[src/rtl/nios_stream_pkg.sv]
// Shared definitions for the Nios parameter byte-stream (En / Sync / Data).
// Used by the frame transmitter and by the decoder-side bench models.
package nios_stream_pkg;

  // Width of one stream byte.
  localparam int BYTE_W = 8;

  // Transmitter frame sequencing states.
  typedef enum logic [2:0] {
    ST_IDLE = 3'd0,
    ST_HDR  = 3'd1,
    ST_PAY  = 3'd2,
    ST_CSUM = 3'd3,
    ST_GAP  = 3'd4
  } tx_state_e;

  // Ceiling log2, usable in constant expressions.
  // A result of 0 is returned for values of 0 or 1.
  function automatic int clog2(input int value);
    int r;
    int v;
    r = 0;
    v = value - 1;
    while (v > 0) begin
      r = r + 1;
      v = v >> 1;
    end
    return r;
  endfunction

  // One step of the running XOR frame checksum.
  function automatic logic [BYTE_W-1:0] csum_step(input logic [BYTE_W-1:0] acc,
                                                  input logic [BYTE_W-1:0] b);
    return acc ^ b;
  endfunction

endpackage

[src/rtl/nios_frame_tx_buf.sv]
// Payload buffer for the frame transmitter: simple dual-port RAM,
// synchronous write, registered read with one cycle of latency.
// No reset on the array or read register so it maps onto block RAM.
module nios_frame_tx_buf
  import nios_stream_pkg::*;
#(
  parameter int DEPTH = 64,
  parameter int AW    = 6
) (
  input  logic              clk,
  input  logic              wr_en,
  input  logic [AW-1:0]     wr_addr,
  input  logic [BYTE_W-1:0] wr_data,
  input  logic [AW-1:0]     rd_addr,
  output logic [BYTE_W-1:0] rd_data
);

  logic [BYTE_W-1:0] mem [DEPTH];

  // Write port: store a byte when the host write is allowed through.
  always_ff @(posedge clk) begin
    if (wr_en) begin
      mem[wr_addr] <= wr_data;
    end
  end

  // Read port: always reading, data appears the cycle after the address.
  always_ff @(posedge clk) begin
    rd_data <= mem[rd_addr];
  end

endmodule

[src/rtl/nios_frame_tx.sv]
// Nios byte-stream frame transmitter.
// Emits header (Sync marked), payload from the buffer, optional XOR
// checksum, then a fixed idle gap. Payload bytes come straight out of the
// buffer's read register; header/checksum/idle bytes come from data_r.
module nios_frame_tx
  import nios_stream_pkg::*;
#(
  parameter  int MAX_BYTES   = 64,
  parameter  int GAP_CYCLES  = 4,
  parameter  int CHECKSUM_EN = 1,
  localparam int AW_RAW      = clog2(MAX_BYTES),
  localparam int AW          = (AW_RAW > 0) ? AW_RAW : 1,
  localparam int LW          = clog2(MAX_BYTES + 1)
) (
  input  logic              In_Clk_nios,
  input  logic              In_Reset,
  input  logic              In_Wr_En,
  input  logic [AW-1:0]     In_Wr_Addr,
  input  logic [BYTE_W-1:0] In_Wr_Data,
  input  logic [BYTE_W-1:0] In_Cmd,
  input  logic [LW-1:0]     In_Len,
  input  logic              In_Start,
  input  logic              In_Abort,
  output logic              Out_En_nios,
  output logic              Out_Sync_nios,
  output logic [BYTE_W-1:0] Out_Data_nios,
  output logic              Out_Busy,
  output logic              Out_Done,
  output logic              Out_Err
);

  localparam int GW_RAW = clog2(GAP_CYCLES + 1);
  localparam int GW     = (GW_RAW > 0) ? GW_RAW : 1;

  localparam logic [LW-1:0]     MAX_LEN   = LW'(MAX_BYTES);
  localparam logic [LW-1:0]     LEN_ZERO  = {LW{1'b0}};
  localparam logic [LW-1:0]     IDX_ONE   = LW'(1);
  localparam logic [GW-1:0]     GAP_LOAD  = GW'(GAP_CYCLES);
  localparam logic [GW-1:0]     GAP_ONE   = GW'(1);
  localparam logic [BYTE_W-1:0] BYTE_ZERO = {BYTE_W{1'b0}};

  tx_state_e         state_r;
  logic [LW-1:0]     len_r;
  logic [LW-1:0]     idx_r;      // next payload index to fetch (one ahead)
  logic [GW-1:0]     gap_r;
  logic [BYTE_W-1:0] csum_r;
  logic              en_r;
  logic              sync_r;
  logic [BYTE_W-1:0] data_r;
  logic              pay_sel_r;  // stream byte comes from the buffer
  logic              busy_r;
  logic              done_r;
  logic              err_r;

  logic              wr_ok_s;
  logic [AW-1:0]     rd_addr_s;
  logic [BYTE_W-1:0] rd_data_s;

  // Writes are only let through while no frame is in flight, so a frame's
  // contents cannot change under it.
  assign wr_ok_s = In_Wr_En & ~busy_r;

  // Read address follows the prefetch index; past the last slot it parks at 0.
  always_comb begin
    rd_addr_s = {AW{1'b0}};
    if (idx_r < MAX_LEN) begin
      rd_addr_s = idx_r[AW-1:0];
    end else begin
      rd_addr_s = {AW{1'b0}};
    end
  end

  nios_frame_tx_buf #(
    .DEPTH (MAX_BYTES),
    .AW    (AW)
  ) u_buf (
    .clk     (In_Clk_nios),
    .wr_en   (wr_ok_s),
    .wr_addr (In_Wr_Addr),
    .wr_data (In_Wr_Data),
    .rd_addr (rd_addr_s),
    .rd_data (rd_data_s)
  );

  // Frame sequencer: state, counters, checksum and all registered outputs.
  always_ff @(posedge In_Clk_nios or negedge In_Reset) begin
    if (!In_Reset) begin
      state_r   <= ST_IDLE;
      len_r     <= LEN_ZERO;
      idx_r     <= LEN_ZERO;
      gap_r     <= {GW{1'b0}};
      csum_r    <= BYTE_ZERO;
      en_r      <= 1'b0;
      sync_r    <= 1'b0;
      data_r    <= BYTE_ZERO;
      pay_sel_r <= 1'b0;
      busy_r    <= 1'b0;
      done_r    <= 1'b0;
      err_r     <= 1'b0;
    end else begin
      done_r <= 1'b0;
      err_r  <= In_Wr_En & busy_r;
      case (state_r)
        ST_IDLE: begin
          en_r      <= 1'b0;
          sync_r    <= 1'b0;
          data_r    <= BYTE_ZERO;
          pay_sel_r <= 1'b0;
          busy_r    <= 1'b0;
          if (In_Start) begin
            if (In_Len <= MAX_LEN) begin
              state_r <= ST_HDR;
              en_r    <= 1'b1;
              sync_r  <= 1'b1;
              data_r  <= In_Cmd;
              busy_r  <= 1'b1;
              len_r   <= In_Len;
              csum_r  <= In_Cmd;
              idx_r   <= LEN_ZERO;
            end else begin
              err_r <= 1'b1;
            end
          end
        end

        ST_HDR: begin
          sync_r <= 1'b0;
          if (In_Abort) begin
            state_r <= ST_GAP;
            en_r    <= 1'b0;
            data_r  <= BYTE_ZERO;
            gap_r   <= GAP_LOAD;
          end else if (len_r != LEN_ZERO) begin
            state_r   <= ST_PAY;
            pay_sel_r <= 1'b1;
            data_r    <= BYTE_ZERO;
            idx_r     <= IDX_ONE;
          end else if (CHECKSUM_EN != 0) begin
            state_r <= ST_CSUM;
            data_r  <= csum_r;
          end else begin
            state_r <= ST_GAP;
            en_r    <= 1'b0;
            data_r  <= BYTE_ZERO;
            gap_r   <= GAP_LOAD;
            done_r  <= 1'b1;
          end
        end

        ST_PAY: begin
          // The byte on the stream this cycle is rd_data_s; fold it in.
          csum_r <= csum_step(csum_r, rd_data_s);
          if (In_Abort) begin
            state_r   <= ST_GAP;
            en_r      <= 1'b0;
            pay_sel_r <= 1'b0;
            data_r    <= BYTE_ZERO;
            gap_r     <= GAP_LOAD;
          end else if (idx_r == len_r) begin
            pay_sel_r <= 1'b0;
            if (CHECKSUM_EN != 0) begin
              state_r <= ST_CSUM;
              data_r  <= csum_step(csum_r, rd_data_s);
            end else begin
              state_r <= ST_GAP;
              en_r    <= 1'b0;
              data_r  <= BYTE_ZERO;
              gap_r   <= GAP_LOAD;
              done_r  <= 1'b1;
            end
          end else begin
            idx_r <= idx_r + IDX_ONE;
          end
        end

        ST_CSUM: begin
          state_r <= ST_GAP;
          en_r    <= 1'b0;
          data_r  <= BYTE_ZERO;
          gap_r   <= GAP_LOAD;
          done_r  <= ~In_Abort;
        end

        ST_GAP: begin
          en_r      <= 1'b0;
          sync_r    <= 1'b0;
          data_r    <= BYTE_ZERO;
          pay_sel_r <= 1'b0;
          if (gap_r <= GAP_ONE) begin
            state_r <= ST_IDLE;
            busy_r  <= 1'b0;
          end else begin
            gap_r <= gap_r - GAP_ONE;
          end
        end

        default: begin
          state_r   <= ST_IDLE;
          en_r      <= 1'b0;
          sync_r    <= 1'b0;
          data_r    <= BYTE_ZERO;
          pay_sel_r <= 1'b0;
          busy_r    <= 1'b0;
        end
      endcase
    end
  end

  assign Out_En_nios   = en_r;
  assign Out_Sync_nios = sync_r;
  assign Out_Data_nios = pay_sel_r ? rd_data_s : data_r;
  assign Out_Busy      = busy_r;
  assign Out_Done      = done_r;
  assign Out_Err       = err_r;

endmodule

[config.mk]
export PLATFORM = sky130hd
export DESIGN_NAME = nios_frame_tx
export DESIGN_NICKNAME = d
export VERILOG_FILES = /design/src/rtl/nios_stream_pkg.sv /design/src/rtl/nios_frame_tx_buf.sv /design/src/rtl/nios_frame_tx.sv
export SDC_FILE = /design/constraint.sdc
export NUM_CORES = 1
export LEC_CHECK = 0
export ABC_AREA = 1
export BUFFER_PORTS_ARGS = -buffer_cell sky130_fd_sc_hd__buf_4
export CORE_MARGIN = 2
export CORE_UTILIZATION = 40
export CTS_CLUSTER_SIZE = 24
export DETAILED_ROUTE_END_ITERATION = 8
export MAX_ROUTING_LAYER = met4
export SLEW_MARGIN = 20
export SYNTH_ARGS = -nofsm -noshare
export SYNTH_HDL_FRONTEND = slang
export SYNTH_HIERARCHICAL = 1
export SYNTH_SLANG_ARGS = --single-unit
[constraint.sdc]
create_clock -name In_Clk_nios -period 3.2 [get_ports In_Clk_nios]
set_clock_uncertainty 0.05 [all_clocks]
set_input_delay 0.96 -clock In_Clk_nios [delete_from_list [all_inputs] [get_ports In_Clk_nios]]
set_output_delay 0.96 -clock In_Clk_nios [all_outputs]
set_load 0.005 [all_outputs]
==> impl_metrics.csv <==
group,metric,value,unit
run_status,status,"complete, no violations",
setup_path,slowest_stage,"dfrtp_1",
setup_path,critical_path_class,"reg2reg",
synthesis,synth_edf_count,512,
placed_design,hpwl,36.3,mm
drt,drtAntennaViolNets,0,
synthesis,seq_area_frac_synth,69.3,%
clocking,post_cts_buffers,0,
synthesis,synth_top_area_share,64.2,%
floorplan,die_w,249,um
setup_path,crit_required,3.69,ns
synthesis,synth.area.top_cells,"edfxtp_1, nand2_1, nand3_1, dfrtp_1, buf_6",
drt,wirelength,61.0,mm
cells_and_area,design_area,27200,um^2
grt,grt_usage,20.2,%
sta,finalSetupTns,0,ns
synthesis,synthCells,2134,
synthesis,syn_nets,2171,
floorplan,initial_core_util,40.5,%
setup_path,worst_path_dominant_cell_family,"simple AND/OR/NAND/NOR gates",
synthesis,syn_avg_cell_area,11.2,um^2
synthesis,synth_top_cell_by_area,"edfxtp_1",
sta,hold_ws,0.287,ns
clocking,clock_path_buffers,3,
pwr,powerDensity,681,nW/um^2
setup_path,critPathMaxFanout,68,
setup_path,cp_slowest_stage_delay,0.56,ns
grt,grt_pass1_wl,93.6,mm
drt,drt-initial-drc-count,1859,
clocking,path_clk_slew,0.06,ns
clocking,cts_buffers,56,
clocking,clk_latency,0.61,ns
synthesis,yosysWarnings,6,
placed_design,port_buffers,46,
synthesis,synth_cell_type_count,36,
setup_path,cp.arrival,3.26,ns
clocking,cts_tree,"built",
floorplan,coreArea,59100,um^2
pwr,p_leak,10.2,nW
hold_path,hp-class,"in2async",
sta,slew_violations,0,
cells_and_area,final_layout_size_suffix_gt1_share,12.5,%
grt,grt_max_degree,84,
placed_design,placed_area,25300,um^2
sta,slew_headroom,43.4,%
setup_path,r2r_slack,0.42,ns
setup_path,r2r-start,"idx_r[6]$_DFFE_PN0P_",
clocking,cts_num_sinks,562,
setup_path,crit_buf_inv,2,
placed_design,gp_congestion,0.857,
floorplan,rows,89,
sta,hold_violations,0,
setup_path,start_kind,"register",
flow_run,drv_cap,0,
sta,rsz0062_at_grt,"no",
synthesis,synth_seq_cells,562,
sta,setup_violations,0,
cells_and_area,antennaDiodeCount,0,
grt,overflow,0,
sta,worst_pin_slew,0.849,ns
drt,drt-vias-per-instance,5.35,
sta,clock.fmax,0.360,GHz
clocking,htree_levels,2,
drt,dr.pass1.iters,7,
floorplan,ios,47,
synthesis,syn-cell-area,23900,um^2
floorplan,dieArea,61800,um^2
setup_path,crit_chain,"nor2_4, buf_12, buf_12, nand2_1, nand3_1, nand3_1, nand2_1, nand2_1, nand3_1, nand3_1, nand2_1",
cells_and_area,nets,2261,
pwr,max-vdd-ir-drop,0.620,mV
synthesis,synthFlopType,"edfxtp_1",
setup_path,r2r_cells,11,
grt,grt_pass1_vias,15566,
drt,drc,0,
setup_path,r2r-end,"u_buf/rd_data[5]$_DFF_P_",
setup_path,cp-end-kind,"register",
clocking,hold_buffers,0,
sta,fin_crit,2.78,ns
cells_and_area,syn_to_final_growth,13.7,%
floorplan,die_h,249,um
grt,grt_antenna_before_repair,0,
synthesis,async_flop_share,7.47,%
clocking,root_buffer,"clkbuf_16",
clocking,ctsResizeCount,0,
drt,routedWlPerCell,20.0,um
sta,fin_crit_sh,86.8,%
drt,vias,16262,
==> cells in the final DEF (no fill, tap or decap), drive strengths merged, types with 3 or more instances in the layout <==
cell type / n
clkbuf: 73
dfxtp: 8
nand4: 18
mux2: 11
nor4: 8
dfrtp: 42
buf: 156
inv: 44
nand3: 510
o21ai: 7
clkinv: 18
nor2: 93
edfxtp: 512
a21oi: 9
ha: 3
nand2: 729
xnor2: 3
xor2: 10
bufinv: 8
==> logic make-up after synthesis <==
group                      share of synthesized area [%]
and+or+nand+nor                                     24.8
DFF                                                 69.3
adders and majority gates                          0.157
buffers and inverters                               4.37
xor gates and xnor gates                           0.476
muxes                                              0.533
AOI/OAI and AO/OA                                  0.392
==> worst register-to-register path: stages, from the launching register on <==
cell and delay [ns]:
dfrtp_1 0.56, nor2_4 0.32, buf_12 0.32, buf_12 0.40, nand2_1 0.14, nand3_1 0.12
nand3_1 0.12, nand2_1 0.13, nand2_1 0.06, nand3_1 0.19, nand3_1 0.18, nand2_1 0.13
==> cell type report <==
cell class / instances / area (um^2)
Clock buffer: 73 / 1530
Clock inverter: 30 / 350
Fill cell: 5351 / 31900
Inverter: 42 / 165
Multi-Input combinational cell: 1406 / 6330
Sequential cell: 562 / 16600
Tap cell: 773 / 967
Timing Repair Buffer: 156 / 1300
==> power breakdown <==
group	total, mW	internal, mW	switching [mW]
logic	3.33	1.08	2.25
clock network	6.73	3.99	2.74
registers	8.48	8.25	0.232
total	18.5	13.3	5.22
==> cell usage after synthesis, drive strengths merged (9+ instances only) <==
master,n
a21oi,9
buf,106
clkbuf,18
dfrtp,42
edfxtp,512
inv,42
mux2,11
nand2,729
nand3,510
nand4,18
nor2,93
xor2,10
==> registers in the layout, summed over array words and instances, names as in the netlist <==
name and count:
data_r 8, gap_r 3, u_buf/mem 512, Out_Done 1
Out_Sync_nios 1, state_r 3, Out_En_nios 1, len_r 7
Out_Err 1, pay_sel_r 1, idx_r 7, csum_r 8
Out_Busy 1, u_buf/rd_data 8
==> worst max path at each step <==
stage / end / cells after the start / start
final: u_buf/rd_data[5]$_DFF_P_ / 11 / idx_r[6]$_DFFE_PN0P_
after global routing: u_buf/rd_data[2]$_DFF_P_ / 12 / idx_r[6]$_DFFE_PN0P_
after global placement: u_buf/mem[53][7]$_DFFE_PP_ / 8 / In_Wr_En
after detailed placement: u_buf/mem[52][1]$_DFFE_PP_ / 8 / In_Wr_En
after CTS: Out_Data_nios[6] / 2 / pay_sel_r$_DFFE_PN0P_
after floorplan: u_buf/mem[48][0]$_DFFE_PP_ / 5 / In_Wr_En
==> per-stage QoR <==
stage / instances / setup WS, ns / utilization (%) / power, mW
detailed placement: 2939 / 0.236 / 42.9 / 12.0
global route: 3042 / 0.329 / 46.0 / 19.4
CTS: 3042 / 0.435 / 46.0 / 18.7
finish: 3042 / 0.424 / 46.0 / 18.5
floorplan: 2134 / 0.310 / - / 11.1
global placement: 2939 / 0.308 / 42.9 / 11.9
==> layer usage <==
metal	track usage, %	routed length, um
met5	-	0
met4	5.96	1500
met3	2.75	4240
met2	30.7	27900
met1	28.2	27400
Note: power is estimated with default switching activity, not from simulation.
